==> config.mk <==
export PLATFORM = sky130hd
export DESIGN_NAME = ppu_fb_writer
export DESIGN_NICKNAME = d
export VERILOG_FILES = /design/src/rtl/ppu_pkg.sv /design/src/rtl/fb_pixel_packer.sv /design/src/rtl/ppu_fb_writer.sv
export SDC_FILE = /design/constraint.sdc
export NUM_CORES = 1
export LEC_CHECK = 0
export CORE_ASPECT_RATIO = 2
export CORE_MARGIN = 2
export CORE_UTILIZATION = 58
export CTS_CLUSTER_SIZE = 30
export DETAILED_ROUTE_END_ITERATION = 8
export GPL_TIMING_DRIVEN = 0
export PLACE_DENSITY = 0.94
export SYNTH_ARGS = -nofsm -noshare
export SYNTH_HDL_FRONTEND = slang
export SYNTH_SLANG_ARGS = --single-unit
==> constraint.sdc <==
create_clock -name clk -period 4.34 [get_ports clk]
set_input_delay 0.868 -clock clk [delete_from_list [all_inputs] [get_ports clk]]
set_output_delay 0.868 -clock clk [all_outputs]
set_load 0.05 [all_outputs]
==> src/rtl/ppu_pkg.sv <==
// Shared types and constants for the PPU frame-buffer writer.
package ppu_pkg;

  typedef enum logic [1:0] {
    H_BLANK = 2'd0,
    V_BLANK = 2'd1,
    SCAN    = 2'd2,
    DRAW    = 2'd3
  } ppu_mode_t;

  typedef enum logic [1:0] {
    IDLE   = 2'd0,
    ACTIVE = 2'd1,
    VBL    = 2'd2
  } wr_state_t;

  localparam logic [7:0] LCD_W             = 8'd160;
  localparam logic [7:0] LCD_H             = 8'd144;
  localparam logic [5:0] FB_BYTES_PER_LINE = 6'd40;
  localparam int         FB_ADDR_W         = 14;
  localparam int         FB_OFS_W          = 13;

  // y*40 + x/4 built from shifts so no multiplier is inferred.
  function automatic logic [FB_OFS_W-1:0] fb_offset(input logic [7:0] y, input logic [7:0] x);
    logic [FB_OFS_W-1:0] yw;
    yw = {5'd0, y};
    return (yw << 5) + (yw << 3) + {7'd0, x[7:2]};
  endfunction

endpackage

==> src/rtl/fb_pixel_packer.sv <==
// Packs 2-bit shades four to a byte, first pixel in [7:6]; flushes partial bytes at line end.
module fb_pixel_packer (
  input  logic       clk,
  input  logic       rst,
  input  logic       clr,
  input  logic       push,
  input  logic [1:0] px,
  input  logic       line_end,
  output logic       wr_req,
  output logic       wr,
  output logic [7:0] wdata
);

  logic [5:0] pack_reg;
  logic [5:0] pack_cur;
  logic [1:0] cnt_reg;
  logic [1:0] cnt_next;
  logic [2:0] fill;
  logic [7:0] byte_next;
  logic       wr_reg;
  logic [7:0] wdata_reg;

  always_comb begin
    pack_cur  = push ? {pack_reg[3:0], px} : pack_reg;
    fill      = {1'b0, cnt_reg} + {2'b00, push};
    byte_next = 8'h00;
    wr_req    = 1'b0;
    // A full group always wins; a coinciding line end then has nothing left to flush.
    case (fill)
      3'd4: begin
        byte_next = {pack_reg, px};
        wr_req    = 1'b1;
      end
      3'd3: begin
        byte_next = {pack_cur, 2'b00};
        wr_req    = line_end;
      end
      3'd2: begin
        byte_next = {pack_cur[3:0], 4'b0000};
        wr_req    = line_end;
      end
      3'd1: begin
        byte_next = {pack_cur[1:0], 6'b000000};
        wr_req    = line_end;
      end
      default: begin
        byte_next = 8'h00;
        wr_req    = 1'b0;
      end
    endcase
    if (clr) wr_req = 1'b0;
    cnt_next = (clr || line_end) ? 2'd0 : fill[1:0];
  end

  always_ff @(posedge clk) begin
    if (rst) begin
      pack_reg  <= 6'd0;
      cnt_reg   <= 2'd0;
      wr_reg    <= 1'b0;
      wdata_reg <= 8'h00;
    end else begin
      if (push) pack_reg <= pack_cur;
      cnt_reg <= cnt_next;
      wr_reg  <= wr_req;
      if (wr_req) wdata_reg <= byte_next;
    end
  end

  assign wr    = wr_reg;
  assign wdata = wdata_reg;

endmodule

==> src/rtl/ppu_fb_writer.sv <==
// PPU pixel stream to double-buffered 2bpp frame buffer writer.
// FB_PALETTE_EN: when defined, shades go through BGP; otherwise raw indices are stored.
module ppu_fb_writer
  import ppu_pkg::*;
(
  input  logic                 clk,
  input  logic                 rst,
  input  logic [1:0]           px_in,
  input  logic                 px_valid,
  input  logic [1:0]           ppu_mode,
  input  logic [7:0]           bgp,
  input  logic                 lcd_en,
  output logic                 fb_wr,
  output logic [FB_ADDR_W-1:0] fb_addr,
  output logic [7:0]           fb_wdata,
  output logic                 disp_buf,
  output logic                 frame_done,
  output logic                 overflow_err
);

  ppu_mode_t            mode;
  ppu_mode_t            prev_mode_reg;
  wr_state_t            state_reg;
  wr_state_t            state_next;
  logic [7:0]           x_reg, x_next;
  logic [7:0]           y_reg, y_next;
  logic                 wr_buf_reg;
  logic                 disp_buf_reg;
  logic                 frame_done_reg;
  logic                 overflow_reg;
  logic [FB_ADDR_W-1:0] fb_addr_reg;
  logic [1:0]           shade;
  logic                 accept;
  logic                 in_range;
  logic                 push;
  logic                 line_end;
  logic                 vbl_edge;
  logic                 frame_commit;
  logic                 wr_req;

  assign mode = ppu_mode_t'(ppu_mode);

`ifdef FB_PALETTE_EN
  assign shade = bgp[{px_in, 1'b0} +: 2];
`else
  logic unused_bgp;
  assign unused_bgp = ^bgp;
  assign shade      = px_in;
`endif

  assign accept   = px_valid && lcd_en;
  assign in_range = (x_reg < LCD_W) && (y_reg < LCD_H);
  assign push     = accept && in_range;
  assign line_end = lcd_en && (prev_mode_reg == DRAW) && (mode != DRAW);
  assign vbl_edge = (prev_mode_reg != V_BLANK) && (mode == V_BLANK);

  always_comb begin
    state_next   = state_reg;
    frame_commit = 1'b0;
    case (state_reg)
      IDLE: begin
        if (lcd_en) state_next = ACTIVE;
      end
      ACTIVE: begin
        if (!lcd_en) begin
          state_next = IDLE;
        end else if (vbl_edge) begin
          state_next   = VBL;
          frame_commit = 1'b1;
        end
      end
      VBL: begin
        if (!lcd_en) state_next = IDLE;
        else if (mode != V_BLANK) state_next = ACTIVE;
      end
      default: state_next = IDLE;
    endcase
  end

  // Frame end outranks line end for x/y; the flush address still uses this cycle's y.
  always_comb begin
    x_next = x_reg;
    y_next = y_reg;
    if (!lcd_en || frame_commit) begin
      x_next = 8'd0;
      y_next = 8'd0;
    end else if (line_end) begin
      x_next = 8'd0;
      if (y_reg < LCD_H) y_next = y_reg + 8'd1;
    end else if (push) begin
      x_next = x_reg + 8'd1;
    end
  end

  fb_pixel_packer u_packer (
    .clk      (clk),
    .rst      (rst),
    .clr      (!lcd_en),
    .push     (push),
    .px       (shade),
    .line_end (line_end),
    .wr_req   (wr_req),
    .wr       (fb_wr),
    .wdata    (fb_wdata)
  );

  always_ff @(posedge clk) begin
    if (rst) begin
      prev_mode_reg  <= H_BLANK;
      state_reg      <= IDLE;
      x_reg          <= 8'd0;
      y_reg          <= 8'd0;
      wr_buf_reg     <= 1'b0;
      disp_buf_reg   <= 1'b1;
      frame_done_reg <= 1'b0;
      overflow_reg   <= 1'b0;
      fb_addr_reg    <= '0;
    end else begin
      prev_mode_reg  <= mode;
      state_reg      <= state_next;
      x_reg          <= x_next;
      y_reg          <= y_next;
      frame_done_reg <= frame_commit;
      if (frame_commit) begin
        disp_buf_reg <= wr_buf_reg;
        wr_buf_reg   <= ~wr_buf_reg;
      end
      if (accept && !in_range) overflow_reg <= 1'b1;
      if (wr_req) fb_addr_reg <= {wr_buf_reg, fb_offset(y_reg, x_reg)};
    end
  end

  assign fb_addr      = fb_addr_reg;
  assign disp_buf     = disp_buf_reg;
  assign frame_done   = frame_done_reg;
  assign overflow_err = overflow_reg;

endmodule
==> flow_summary.ini, run 1 <==
[status]
status = finished, final reports clean

[worst_setup_path]
max_stage_delay_ns = 0.64
cp-end-kind = flip-flop
cp.arrival_ns = 3.16
critPathBufInv = 2
cp_cell_sequence = clkdlybuf4s50_1 -> nand3_1 -> or2_2 -> o211ai_4 -> buf_8 -> mux2i_1 -> nor2_1
crit_fanout = 10
start_kind = input port
path_delay_family = buffers and inverters
slowest_stage = clkdlybuf4s50_1
critPathRequiredTime_ns = 4.52
worstSetupPathType = in2reg

[sta]
finalClockSkew_ns = 0.00936
final-setup-viol-count = 0
worstMarginPinSlew_ns = 0.685
drv_slew = 0
rsz0062_at_grt = no
hold_viol_final = 0
setup_tns_ns = 0
fin_crit_ns = 2.98
min_period_over_period_pct = 68.6
max_freq_mhz = 336
relSlewSlack_pct = 53.9

[clock_tree]
ctsResizeCount = 0
ctsHtreeMaxLevel = 2
cts_sinks = 55
ctsHoldBuffers = 0
cts_tree = yes
clk_pin_slew_worst_paths_ns = 0.10
cts_root_buffer = clkbuf_8
clockBufferDepth = 2
insertion_delay_ns = 0.31
cts_setup_buffers = 0
numCtsBuffers = 5

[layout]
drive_gt1_share_pct = 4.84
fin_nets = 385
final_cell_mix = dfxtp_1, nor2_1, clkdlybuf4s50_1
fillCellCount = 358
antenna_cells = 0
largest_reg_flops = 14
final_common_cell = dfxtp_1
area_delta_synth_final_pct = 17.5

[global_route]
grt.total_usage_pct = 26.5
grt_pass1_wl_mm = 10.6
grt_pass1_vias = 2434
grt-ovfl-total = 0
grt_max_degree = 19
antenna_found_initial = 0

[floorplanning]
initial_core_util_pct = 60.1
die_height_um = 102
core_um2 = 4600
row_count = 35
dieArea_um2 = 5360
ios = 42
die_width_um = 52.8

[yosys]
synth_area_um2 = 2760
ys_types = 42
syn_avg_cell_area_um2 = 8.88
synth_async_sr_flop_share_pct = 0
yosys.area.top_type = dfxtp_1
syn_inst = 311
syn_nets = 346
synth_top_area_share_pct = 39.9
synthFlopType = dfxtp_1
synthTopCellsByArea = dfxtp_1, ha_1, nor2_1
ys_seq_elements = 55
yosysWarningCount = 0
synth_edf_count = 0
ys_seq_area_share_pct = 39.9

[route]
post-route-drc-count = 0
post_drt_wl_per_cell_um = 16.0
ant_nets = 0
vias_per_cell = 6.06
drt_iter0_markers = 69
wl_mm = 6.51
vias = 2459
drt_pre_antenna_iters = 4

[power_and_ir_drop]
p_leak_nw = 1.21
ir_worst_vdd_v = 0.000246
cellPowerDensity_nw_per_um2 = 262
power_w = 0.000851

[hold_path]
min_path_type = reg2reg

[place]
dp_hpwl_mm = 4.99
routabilityCongestion = 0.899
numPortBuffers = 32

[flow_run]
max_cap_viol_count = 0
## Yosys cell counts (all sizes together), types with 5 or more instances
cell type   n
dfxtp      55
nor2       46
nand2      22
ha         17
mux2i      14
nand3      14
o21ai      13
a21oi      12
xor2       12
clkbuf     11
inv        10
xnor2      10
nand4       9
nor3        7
a31oi       5
and3        5
nor2b       5
## metrics by stage
| stage | instances | hold slack, ns | utilization (%) | instance area (µm²) | setup WS [ns] |
|---|---|---|---|---|---|
| floorplan | 311 | 0.437 | - | 2760 | 2.01 |
| global placement | 398 | 0.443 | 68.5 | 3150 | 1.16 |
| detailed placement | 398 | 0.448 | 68.5 | 3150 | 1.05 |
| CTS | 406 | 0.463 | 70.6 | 3240 | 1.40 |
| global route | 406 | 0.476 | 70.6 | 3240 | 1.29 |
| finish | 406 | 0.465 | 70.6 | 3240 | 1.36 |
## worst reg2reg max path: stages (launching register included)
cell and delay [ns]:
dfxtp_1 0.48, fa_1 0.52, fa_1 0.48, a21oi_1 0.30, o2111ai_1 0.16, a31oi_1 0.22
xnor2_1 0.11, a21o_1 0.18
## final timing paths
| check | start | endpoint | slack, ns | cells past startpoint |
|---|---|---|---|---|
| worst max-delay path | lcd_en | fb_addr[5]$_SDFFE_PP0P_ | 1.36 | 7 |
| worst min-delay path | u_packer.pack_reg[4]$_SDFFE_PP0P_ | u_packer.pack_reg[4]$_SDFFE_PP0P_ | 0.46 | 2 |
| worst max register to register | y_reg[0]$_SDFFE_PP0P_ | fb_addr[12]$_SDFFE_PP0P_ | 1.80 | 7 |
| worst min register to register | u_packer.pack_reg[4]$_SDFFE_PP0P_ | u_packer.pack_reg[4]$_SDFFE_PP0P_ | 0.46 | 2 |
## cell families after synthesis
family,share of synthesized area (%)
AOI/OAI and AO/OA,14.4
xor gates and xnor gates,6.98
adders and majority gates,9.15
buffers and inverters,3.94
DFF,39.9
muxes,5.07
and+or+nand+nor,20.6
## power by group
part           total (W)  internal [W]  switching (W)
clock network   0.000290      0.000116       0.000174
logic          0.0000492     0.0000171      0.0000321
registers       0.000513      0.000509     0.00000361
## cell type report
class,count,area (µm²),share of cell area (%)
plain buffers,13,71.3,2.20
clock buffers,5,68.8,2.12
clock inverters,3,25.0,0.771
inverters,10,37.5,1.16
multi-input cells,233,1550,47.8
flip-flops and latches,55,1100,33.9
well taps,55,68.8,2.12
repair buffers,32,320,9.87
## per-layer routing
layer	routed length, µm	vias up	GRT usage (%)	part of all wire, %
li1	-	1177	-	-
met1	2290	1168	26.2	35
met2	3620	82	48.4	56
met3	235	32	4.28	3.6
met4	363	0	17.4	5.6
met5	0	-	0	0
No activity file was read; power rests on OpenSTA's default activity.
==> inputs of run 2 (changes only) <==
--- a/config.mk
+++ b/config.mk
@@ -7,11 +7,11 @@
 export LEC_CHECK = 0
 export CORE_ASPECT_RATIO = 2
 export CORE_MARGIN = 2
-export CORE_UTILIZATION = 58
+export CORE_UTILIZATION = 48
 export CTS_CLUSTER_SIZE = 30
 export DETAILED_ROUTE_END_ITERATION = 8
 export GPL_TIMING_DRIVEN = 0
-export PLACE_DENSITY = 0.94
+export PLACE_DENSITY = 0.84
 export SYNTH_ARGS = -nofsm -noshare
 export SYNTH_HDL_FRONTEND = slang
 export SYNTH_SLANG_ARGS = --single-unit
==> constraint.sdc (replaced) <==
create_clock -name clk -period 2.42 [get_ports clk]
set_input_delay 0.484 -clock clk [delete_from_list [all_inputs] [get_ports clk]]
set_output_delay 0.484 -clock clk [all_outputs]
set_load 0.05 [all_outputs]
==> flow_summary.ini, run 2 (synthesis gave the netlist of run 1 again) <==
[layout]
fin_area_um2 = 3360
fillCellCount = 476
largest_reg_flops = 14
final_cells = 412
fin_nets = 386
final_cell_mix = dfxtp_1, nor2_1, clkdlybuf4s50_1
regArea_um2 = 1110
post-route-util_pct = 59.8
antenna_cells = 0
area_delta_synth_final_pct = 21.6
final_common_cell = dfxtp_1
drive_gt1_share_pct = 7.69
multiInputGateArea_um2 = 1560

[worst_setup_path]
critPathRequiredTime_ns = 2.61
r2r-end = fb_addr[12]$_SDFFE_PP0P_
cp.arrival_ns = 2.52
worstReg2RegStart = y_reg[2]$_SDFFE_PP0P_
crit_fanout = 6
cp-end-kind = flip-flop
ff2ff_path_depth = 7
worstSetupPathType = reg2reg
reg2reg_setup_slack_ns = 0.09
start_kind = flip-flop

[route]
drt_iter0_markers = 100
post_drt_wl_per_cell_um = 15.3
post-route-drc-count = 0
wl_mm = 6.30
drt_pre_antenna_iters = 4
ant_nets = 0
vias_per_cell = 5.79
vias = 2385

[status]
status = finished, final reports clean

[clock_tree]
ctsHoldBuffers = 0
clk_pin_slew_worst_paths_ns = 0.07
cts_root_buffer = clkbuf_16
cts_tree = yes
cts_sinks = 55
insertion_delay_ns = 0.29
numCtsBuffers = 5
ctsHtreeMaxLevel = 2
clockBufferDepth = 2

[power_and_ir_drop]
power.internal_w = 0.00142
switchingPower_w = 0.000384
p_clk_share_pct = 44.4
switching_share_pct = 21.2
p_leak_nw = 1.27
comb_power_share_pct = 4.8
cellPowerDensity_nw_per_um2 = 538
seqPwrFrac_pct = 50.8
ir_worst_vdd_v = 0.000635

[place]
numPortBuffers = 32
routabilityCongestion = 0.907
dp_hpwl_mm = 4.48
placedCellCount = 404
place_area_um2 = 3160

[floorplanning]
ios = 42
dieArea_um2 = 6410
die_width_um = 57.6
core_um2 = 5610
die_height_um = 111
initial_core_util_pct = 49.2
row_count = 39

[hold_path]
min_path_type = reg2reg
min_to = u_packer.pack_reg[5]$_SDFFE_PP0P_
holdPathStages = 2
min_from = u_packer.pack_reg[5]$_SDFFE_PP0P_

[flow_run]
max_cap_viol_count = 0

[sta]
relSlewSlack_pct = 51.9
finalClockSkew_ns = 0.00472
rsz0062_at_grt = no
final-setup-viol-count = 0
min_period_over_period_pct = 96.2
setup_tns_ns = 0
drv_slew = 0
hold_viol_final = 0
fin_crit_ns = 2.33
worstMarginPinSlew_ns = 0.717
max_freq_mhz = 430

[global_route]
grt_max_degree = 17
antenna_found_initial = 0
grt-ovfl-total = 0
grt_pass1_wl_mm = 10.6
grt.total_usage_pct = 20.4
grt_pass1_vias = 2379
==> run 2: cell count changes in the layout (fill, tap and decap cells not counted), sizes merged <==
cell / delta
bufinv: +1
dlymetal6s2s: +1
buf: +2
clkinv: -2
clkdlybuf4s50: -1
clkbuf: -1
==> run 2: power by group through the flow <==
stage	clock network, W	logic, W	registers (W)
after detailed placement	0	0.0000857	0.000940
final	0.000802	0.0000874	0.000918
after global placement	0	0.0000829	0.000939
after CTS	0.000815	0.0000868	0.000919
after global routing	0.000840	0.0000957	0.000918
after floorplan	0	0.0000496	0.000943
==> run 2: per-stage QoR <==
stage / total power, W / setup slack (ns) / hold WS [ns]
detailed placement: 0.00103 / -0.394 / 0.455
finish: 0.00181 / 0.0922 / 0.460
global placement: 0.00102 / -0.358 / 0.444
global route: 0.00185 / 0.00410 / 0.497
CTS: 0.00182 / 0.00537 / 0.464
floorplan: 0.000993 / 0.166 / 0.437
==> run 2: metal layers <==
| metal | vias up | part of all wire (%) | track usage [%] |
|---|---|---|---|
| li1 | 1177 | - | - |
| met1 | 1119 | 41 | 24.4 |
| met2 | 78 | 52 | 35.0 |
| met3 | 11 | 5.3 | 3.15 |
| met4 | 0 | 2.1 | 8.68 |
| met5 | - | 0 | 0 |
==> run 2: how the worst max path moves through the flow <==
stage                                     start  slack, ns                  endpoint
after CTS                 y_reg[0]$_SDFFE_PP0P_      0.005  fb_addr[12]$_SDFFE_PP0P_
final                     y_reg[2]$_SDFFE_PP0P_       0.09  fb_addr[12]$_SDFFE_PP0P_
after floorplan           y_reg[2]$_SDFFE_PP0P_       0.17  fb_addr[12]$_SDFFE_PP0P_
after global routing      y_reg[2]$_SDFFE_PP0P_      0.004  fb_addr[12]$_SDFFE_PP0P_
after global placement                   lcd_en      -0.36   fb_addr[0]$_SDFFE_PP0P_
after detailed placement                 lcd_en      -0.39   fb_addr[2]$_SDFFE_PP0P_
==> run 2: worst max-delay path: stages (launching register included) <==
cell and delay, ns:
dfxtp_4 0.38, fa_2 0.51, fa_1 0.49, a21oi_2 0.21
o2111ai_1 0.15, a31oi_1 0.22, xnor2_1 0.09, a21o_1 0.18
==> run 2: cell type report <==
cell class                 instances  area share (%)
clock inverter                     2            1.12
sequential                        55            33.1
tap                               61            2.27
multi-input combinational        233            46.5
clock buffer                       5            3.73
timing repair buffer              34            10.1
buffer                            12            2.05
inverter                          10            1.12
==> run 2: repair_timing <==
action	4_1_cts	5_1_grt
endpoints found under the setup margin	18	23
gates resized for setup	2	12
pin swaps	1	3
setup buffers	2	0
==> inputs of run 3 (changes only) <==
--- a/config.mk
+++ b/config.mk
@@ -12,6 +12,7 @@
 export DETAILED_ROUTE_END_ITERATION = 8
 export GPL_TIMING_DRIVEN = 0
 export PLACE_DENSITY = 0.84
+export SETUP_SLACK_MARGIN = 0.4
 export SYNTH_ARGS = -nofsm -noshare
 export SYNTH_HDL_FRONTEND = slang
 export SYNTH_SLANG_ARGS = --single-unit
==> flow_summary.ini, run 3 (synthesis gave the netlist of run 1 again) <==
[status]
status = finished, final reports clean

[layout]
post-route-util_pct = 65.9
drive_gt1_share_pct = 19.2
fillCellCount = 413
antenna_cells = 0
area_delta_synth_final_pct = 34.0
fin_nets = 398
fin_area_um2 = 3700
final_cells = 425
final_cell_mix = nor2_1, dfxtp_1, clkdlybuf4s50_1
largest_reg_flops = 14

[route]
vias = 2543
post_drt_wl_per_cell_um = 18.1
drt_pre_antenna_iters = 6
vias_per_cell = 5.98
ant_nets = 0
wl_mm = 7.69
post-route-drc-count = 0
drt_iter0_markers = 158

[power_and_ir_drop]
cellPowerDensity_nw_per_um2 = 502
power.internal_w = 0.00146
ir_worst_vdd_v = 0.000466
seqPwrFrac_pct = 49.2
comb_power_share_pct = 5.2
p_leak_nw = 1.35
switchingPower_w = 0.000401
switching_share_pct = 21.6
p_clk_share_pct = 45.5

[sta]
max_freq_mhz = 459
final-setup-viol-count = 0
worstMarginPinSlew_ns = 0.586
finalClockSkew_ns = 0.00647
min_period_over_period_pct = 90.0
relSlewSlack_pct = 60.9
fin_crit_ns = 2.18
rsz0062_at_grt = yes
hold_viol_final = 0
setup_tns_ns = 0
drv_slew = 0
hold_ws_ns = 0.465

[worst_setup_path]
worstReg2RegStart = y_reg[2]$_SDFFE_PP0P_
ff2ff_path_depth = 7
worstSetupPathType = reg2reg
critPathRequiredTime_ns = 2.61
cp-end-kind = flip-flop
crit_end = fb_addr[12]$_SDFFE_PP0P_
start_kind = flip-flop
reg2reg_setup_slack_ns = 0.24
cp-startpoint = y_reg[2]$_SDFFE_PP0P_
crit_fanout = 2
cp.arrival_ns = 2.37
r2r-end = fb_addr[12]$_SDFFE_PP0P_

[place]
routabilityCongestion = 0.913
placedCellCount = 404
place_area_um2 = 3170
numPortBuffers = 32
dp_hpwl_mm = 4.64

[floorplanning]
dieArea_um2 = 6410
core_um2 = 5610
die_width_um = 57.6
ios = 42
row_count = 39
initial_core_util_pct = 49.2
die_height_um = 111

[global_route]
grt_pass1_vias = 2582
grt_pass1_wl_mm = 12.2
grt_max_degree = 17
grt.total_usage_pct = 23.9
antenna_found_initial = 0
grt-ovfl-total = 0

[clock_tree]
ctsHoldBuffers = 0
insertion_delay_ns = 0.29
cts_tree = yes
clk_pin_slew_worst_paths_ns = 0.07
cts_root_buffer = clkbuf_16
clockBufferDepth = 2
cts_sinks = 55
numCtsBuffers = 5
ctsHtreeMaxLevel = 2

[flow_run]
max_cap_viol_count = 0

[hold_path]
min_path_type = reg2reg
==> run 3: cell count changes in the layout (fill, tap and decap cells not counted), sizes merged <==
| cell | delta |
|---|---|
| buf | +13 |
| clkinvlp | -1 |
| dlygate4sd2 | +3 |
| clkbuf | +1 |
| clkinv | +1 |
| dlymetal6s2s | -1 |
| clkdlybuf4s50 | -3 |
==> run 3: routing by layer <==
layer  up-vias  global-route usage (%)  wire, µm
li1       1201                       -         -
met1      1195                    27.5      2860
met2       118                    41.1      4110
met3        29                    4.08       418
met4         0                    11.8       297
met5         -                       0         0
==> run 3: how the worst min path moves through the flow <==
| stage | start | to | slack [ns] | depth (start not counted) |
|---|---|---|---|---|
| 3_3_place_gp | disp_buf$_SDFFE_PP1P_ | disp_buf$_SDFFE_PP1P_ | 0.44 | 1 |
| 4_1_cts | u_packer.pack_reg[4]$_SDFFE_PP0P_ | u_packer.pack_reg[4]$_SDFFE_PP0P_ | 0.47 | 2 |
| 2_1_floorplan | u_packer.pack_reg[4]$_SDFFE_PP0P_ | u_packer.pack_reg[4]$_SDFFE_PP0P_ | 0.44 | 2 |
| 3_5_place_dp | disp_buf$_SDFFE_PP1P_ | disp_buf$_SDFFE_PP1P_ | 0.45 | 1 |
| 5_1_grt | u_packer.pack_reg[4]$_SDFFE_PP0P_ | u_packer.pack_reg[4]$_SDFFE_PP0P_ | 0.48 | 2 |
| 6_report | disp_buf$_SDFFE_PP1P_ | disp_buf$_SDFFE_PP1P_ | 0.46 | 1 |
==> run 3: power groups by stage <==
| stage | clock, W | sequential, W | combinational [W] |
|---|---|---|---|
| floorplan | 0 | 0.000943 | 0.0000496 |
| global placement | 0 | 0.000939 | 0.0000830 |
| detailed placement | 0 | 0.000940 | 0.0000860 |
| CTS | 0.000848 | 0.000915 | 0.0000900 |
| global route | 0.000881 | 0.000915 | 0.000105 |
| finish | 0.000846 | 0.000914 | 0.0000971 |
==> run 3: critical path, stage by stage (launching register included) <==
cell and delay, ns:
dfxtp_4 0.35, fa_2 0.48, fa_2 0.38, a21oi_4 0.17, o2111ai_1 0.13, a31oi_1 0.27
xnor2_1 0.10, a21o_1 0.18
==> run 3: what timing repair did <==
item,CTS,global route
endpoints found under the setup margin,42,38
endpoints found under the hold margin,0,0
gates cloned,1,0
resized for setup,43,21
pin swaps,10,9
buffers inserted,10,2
==> run 3: final cells by class <==
class / count / area (µm²) / area share [%]
clock buffers: 6 / 139 / 3.75
clock inverters: 2 / 35.0 / 0.947
plain buffers: 13 / 85.1 / 2.30
multi-input cells: 233 / 1750 / 47.4
well taps: 61 / 76.3 / 2.06
inverters: 10 / 37.5 / 1.01
repair buffers: 45 / 448 / 12.1
flip-flops and latches: 55 / 1120 / 30.4
==> run 3: through the flow <==
stage,worst slack (ns),power (W)
2_1_floorplan,0.389,0.000993
3_3_place_gp,-0.342,0.00102
3_5_place_dp,-0.396,0.00103
4_1_cts,0.267,0.00185
5_1_grt,0.156,0.00190
6_report,0.242,0.00186
